## config.mk

```make
export PLATFORM = sky130hd
export DESIGN_NAME = fetch_queue_unit
export DESIGN_NICKNAME = d
export VERILOG_FILES = /design/src/rtl/fetch_queue_unit.sv
export SDC_FILE = /design/constraint.sdc
export NUM_CORES = 1
export LEC_CHECK = 0
export BUFFER_PORTS_ARGS = -buffer_cell sky130_fd_sc_hd__buf_2
export CELL_PAD_IN_SITES_DETAIL_PLACEMENT = 0
export CELL_PAD_IN_SITES_GLOBAL_PLACEMENT = 1
export CORE_MARGIN = 4
export CORE_UTILIZATION = 42
export DETAILED_ROUTE_END_ITERATION = 10
export PLACE_DENSITY = 0.85
export SYNTH_ARGS = -nofsm -noshare
export SYNTH_HDL_FRONTEND = slang
export SYNTH_SLANG_ARGS = --single-unit
```

## constraint.sdc

```tcl
create_clock -name clk_n -period 2.7 [get_ports clk_n]
set_input_delay 0.54 -clock clk_n [delete_from_list [all_inputs] [get_ports clk_n]]
set_output_delay 0.54 -clock clk_n [all_outputs]
set_load 0.005 [all_outputs]
```

## src/rtl/fetch_queue_unit.sv

```systemverilog
// fetch_queue_unit: owns the PC, issues 1-cycle imem reads and queues returned words for decode
module fetch_queue_unit #(
    parameter int ADDR_W = 7,
    parameter int INST_W = 16,
    parameter logic [ADDR_W-1:0] RESET_PC = '0,
    parameter int FIFO_DEPTH = 2
) (
    input  logic                          clk_n,
    input  logic                          rst_n,
    input  logic                          m_branch_en,
    input  logic [ADDR_W-1:0]             m_branch_addr,
    output logic                          imem_rd_en,
    output logic [ADDR_W-1:0]             imem_addr,
    input  logic [INST_W-1:0]             imem_rdata,
    input  logic                          de_ready,
    output logic                          if_valid,
    output logic [INST_W-1:0]             if_curr_inst,
    output logic [ADDR_W-1:0]             if_pc,
    output logic [ADDR_W-1:0]             if_next_addr,
    output logic [$clog2(FIFO_DEPTH):0]   if_count
);
    localparam int PW = $clog2(FIFO_DEPTH);
    localparam logic [PW+1:0] DEPTH_C = (PW+2)'(FIFO_DEPTH);
    logic [ADDR_W-1:0] pc, inflight_pc;
    logic              inflight, pop, push, issue;
    logic [PW-1:0]     rd_ptr, wr_ptr;
    logic [PW+1:0]     credit;
    logic [INST_W-1:0] fifo_inst [FIFO_DEPTH];
    logic [ADDR_W-1:0] fifo_pc [FIFO_DEPTH];
    assign pop = if_valid & de_ready;
    assign push = inflight & !m_branch_en;
    // queued + in flight - leaving this cycle; issuing only below depth keeps the FIFO from overflowing
    assign credit = {1'b0, if_count} + (PW+2)'(inflight) - (PW+2)'(pop);
    assign issue = !m_branch_en & (credit < DEPTH_C);
    assign imem_rd_en = issue;
    assign imem_addr = pc;
    assign if_valid = |if_count;
    assign if_curr_inst = fifo_inst[rd_ptr];
    assign if_pc = fifo_pc[rd_ptr];
    assign if_next_addr = if_pc + ADDR_W'(1);
    always_ff @(posedge clk_n) begin
        if (!rst_n) begin
            pc <= RESET_PC;
            inflight <= 1'b0;
            inflight_pc <= RESET_PC;
            rd_ptr <= '0;
            wr_ptr <= '0;
            if_count <= '0;
        end else begin
            inflight <= issue;
            inflight_pc <= pc;
            pc <= m_branch_en ? m_branch_addr : issue ? pc + ADDR_W'(1) : pc;
            if (m_branch_en) begin
                rd_ptr <= '0;
                wr_ptr <= '0;
                if_count <= '0;
            end else begin
                if (push) wr_ptr <= wr_ptr + PW'(1);
                if (pop) rd_ptr <= rd_ptr + PW'(1);
                if_count <= if_count + (PW+1)'(push) - (PW+1)'(pop);
            end
        end
    end
    always_ff @(posedge clk_n) begin
        if (rst_n && push) begin
            fifo_inst[wr_ptr] <= imem_rdata;
            fifo_pc[wr_ptr] <= inflight_pc;
        end
    end
endmodule

```

==> run_results.csv <==
group,metric,value,unit
outcome,status,"finished, final reports clean",
critical_path,cp_max_fo,5,
cts,clockBufferDepth,2,
synth,avgSynthCellArea,14.3,um2
grt,grt_start_max_net_pins,24,
grt,overflow,0,
synth,synthCells,184,
synth,ys_top_cells_by_count,"edfxtp_1 (46), dfxtp_1 (20), mux2_2 (18)",
grt,grt_use_met2,21.0,%
synth,synth_top_area_cell,"edfxtp_1",
routing,wl_per_cell,14.1,um
routing,first_pass_iters,4,
critical_path,critical_path_arrival,2.04,ns
grt,antenna_found_initial,0,
synth,synth_area,2640,um2
cells_and_area,layout-drive-gt1-share,41.6,%
grt,busiest_layer,"met2",
critical_path,cp-end-kind,"primary output",
routing,drt-initial-drc-count,51,
synth,yosys-top-cells-area,"edfxtp_1 (52%), dfxtp_1 (15%), mux2_2 (7.7%)",
placed_design,hpwl,3450,um
floorplanning,start_util,44.0,%
floorplanning,dieArea,7600,um2
timing,timing.slew.headroom,74.3,%
cts,numCtsBuffers,9,
critical_path,r2r_setup_slack,0.49,ns
synth,yosysMostFrequentCell,"edfxtp_1",
synth,synth_edf_count,46,
grt,grtUsageMet1,16.8,%
floorplanning,ios,68,
cts,cts.sinks,66,
synth,ys_seq_area_share,67.6,%
cells_and_area,fin_area,3250,um2
timing,fin_crit,2.58,ns
timing,max_freq,388,MHz
min_path,hold_path.class,"in2reg",
timing,tns,0,ns
cells_and_area,final_core_util,54.3,%
cells_and_area,instances_no_fill,342,
timing,tightest_slew,0.375,ns
floorplanning,die_y,87.2,um
grt,met3_usage,4.92,%
placed_design,place.gp.congestion,0.751,
placed_design,io_buffers,67,
cts,clk_pin_slew,0.07,ns
synth,yosys_most_used_dff,"edfxtp_1",
timing,rsz0062_at_grt,"no",
routing,via_per_inst,4.85,
power,p_leak,1.29,nW
routing,wl,4810,um
synth,ys_seq_elements,66,
floorplanning,rows,28,
placed_design,pre_cts_slack,0.195,ns
critical_path,cp-start-kind,"flip-flop",
power,power.density,585,nW/um2
min_path,hp-start,"imem_rdata[7]",
cts,cts_tree,"yes",
cts,clk-insertion-delay-late,0.33,ns
critical_path,startpoint,"if_count[0]$_SDFF_PP0_",
cells_and_area,final_nets,293,
grt,grt_pass1_wl,7740,um
timing,finalSetupViolCount,0,
timing,holdWs,0.400,ns
placed_design,postPlaceCellArea,3070,um2
critical_path,critical_path_required,2.16,ns
min_path,whs_path_depth,1,
placed_design,dp.cells,325,
cells_and_area,area_delta_synth_final,23.5,%
grt,grt_use_total,13.4,%
timing,final-max-slew-violation-count,0,
critical_path,r2r_start,"if_count[0]$_SDFF_PP0_",
synth,yosysWarnings,0,
power,peakVddDrop,0.000235,V
critical_path,setup.worst_path.end,"imem_rd_en",
routing,ant_nets,0,
power,total_power,1.90,mW
cells_and_area,antenna_cells,0,
critical_path,worstRegToRegCells,9,
run,maxCapViolations,0,
synth,synthArstFlopShare,0,%
timing,period_share,95.4,%
cells_and_area,multi_input_area,823,um2
timing,hold_viol,0,
critical_path,rr_endpoint,"imem_addr[5]$_SDFFE_PN0P_",
timing,setup_ws,0.125,ns
cts,cts_root_buf,"clkbuf_8",
synth,synth_fp_nets,215,
cells_and_area,fillers,513,
floorplanning,core_region_area,5990,um2
synth,ys_types,31,
critical_path,worstSetupPathType,"reg2out",
cells_and_area,ff_latch_area,1780,um2
floorplanning,die_w,87.2,um
routing,vias,1657,
timing,skew,0.00563,ns
routing,drc,0,
cts,htreeDepth,3,
grt,grt_pass1_vias,1693,
synth,synth.top_cell.area_share,52.4,%
-- per-layer routing --
layer	vias up	part of all wire (%)
met1	770	44
met2	64	46
met3	5	8.7
met5	-	0
li1	818	-
met4	0	0.79
-- sequential cells by signal, indices dropped and copies added, names as in the netlist, named ones only --
signal	flops
fifo_inst	32
fifo_pc	14
if_count	2
imem_addr	7
inflight	1
inflight_pc	7
rd_ptr	1
wr_ptr	1
-- timing repair --
item / 4_1_cts / 5_1_grt
gates cloned: 0 / 0
gates resized for setup: 3 / 3
hold buffers: 0 / 0
pin swaps: 2 / 1
setup endpoints to repair: 1 / 1
buffers inserted: 1 / 0
-- where the power goes --
group	internal, mW	switching (mW)
clock	0.326	0.327
combinational	0.0645	0.0611
sequential	1.11	0.0185
total	1.50	0.407
-- how the worst min path moves through the flow --
stage,slack [ns],to
3_3_place_gp,0.41,fifo_pc[0][2]$_DFFE_PP_
4_1_cts,0.38,fifo_inst[0][7]$_DFFE_PP_
5_1_grt,0.37,fifo_inst[1][7]$_DFFE_PP_
6_report,0.40,fifo_inst[1][7]$_DFFE_PP_
3_5_place_dp,0.41,fifo_pc[0][2]$_DFFE_PP_
2_1_floorplan,0.40,fifo_pc[0][0]$_DFFE_PP_
-- cell usage in the layout (no fill, tap or decap), types with 3 or more instances in the layout --
cell | synthesis | final
buf_2 | 1 | 67
edfxtp_1 | 46 | 46
dfxtp_1 | 20 | 19
mux2_2 | 18 | 18
xnor2_1 | 11 | 11
nand2_1 | 12 | 11
clkbuf_8 | 0 | 9
nor2_1 | 9 | 8
and2_1 | 8 | 8
a21oi_1 | 7 | 7
o21ai_0 | 6 | 6
buf_4 | 2 | 6
mux2i_1 | 5 | 5
inv_1 | 5 | 5
xor2_1 | 5 | 5
nor2b_1 | 3 | 3
ha_1 | 3 | 3
clkbuf_1 | 3 | 3
clkinv_2 | 0 | 3
-- worst max-delay path, cell delays in order, from the launching register on --
cell and delay, ns:
dfxtp_2 0.34, or2_4 0.26, nand2_4 0.08, nor2_1 0.07
fa_2 0.42, xor2_2 0.18, nand2b_4 0.16, nor2_1 0.08
buf_2 0.11
-- cell type report --
cell class                 count  share of cell area [%]
clock buffer                  12                    4.15
clock inverter                 4                   0.577
inverter                       5                   0.577
multi-input combinational    107                    25.3
sequential                    66                    54.8
tap                           75                    2.88
timing repair buffer          73                    11.7
-- logic make-up (layout without fill, tap and decap cells) --
group / Yosys count / in the layout / share of synthesized area [%]
AOI/OAI and AO/OA: 17 / 17 / 3.70
xor gates and xnor gates: 17 / 17 / 5.94
adders and majority gates: 4 / 4 / 2.18
buffers and inverters: 11 / 94 / 1.90
DFF: 66 / 66 / 67.6
muxes: 23 / 23 / 9.59
and+or+nand+nor: 46 / 46 / 9.07
Power figures use the tool's default switching activity.
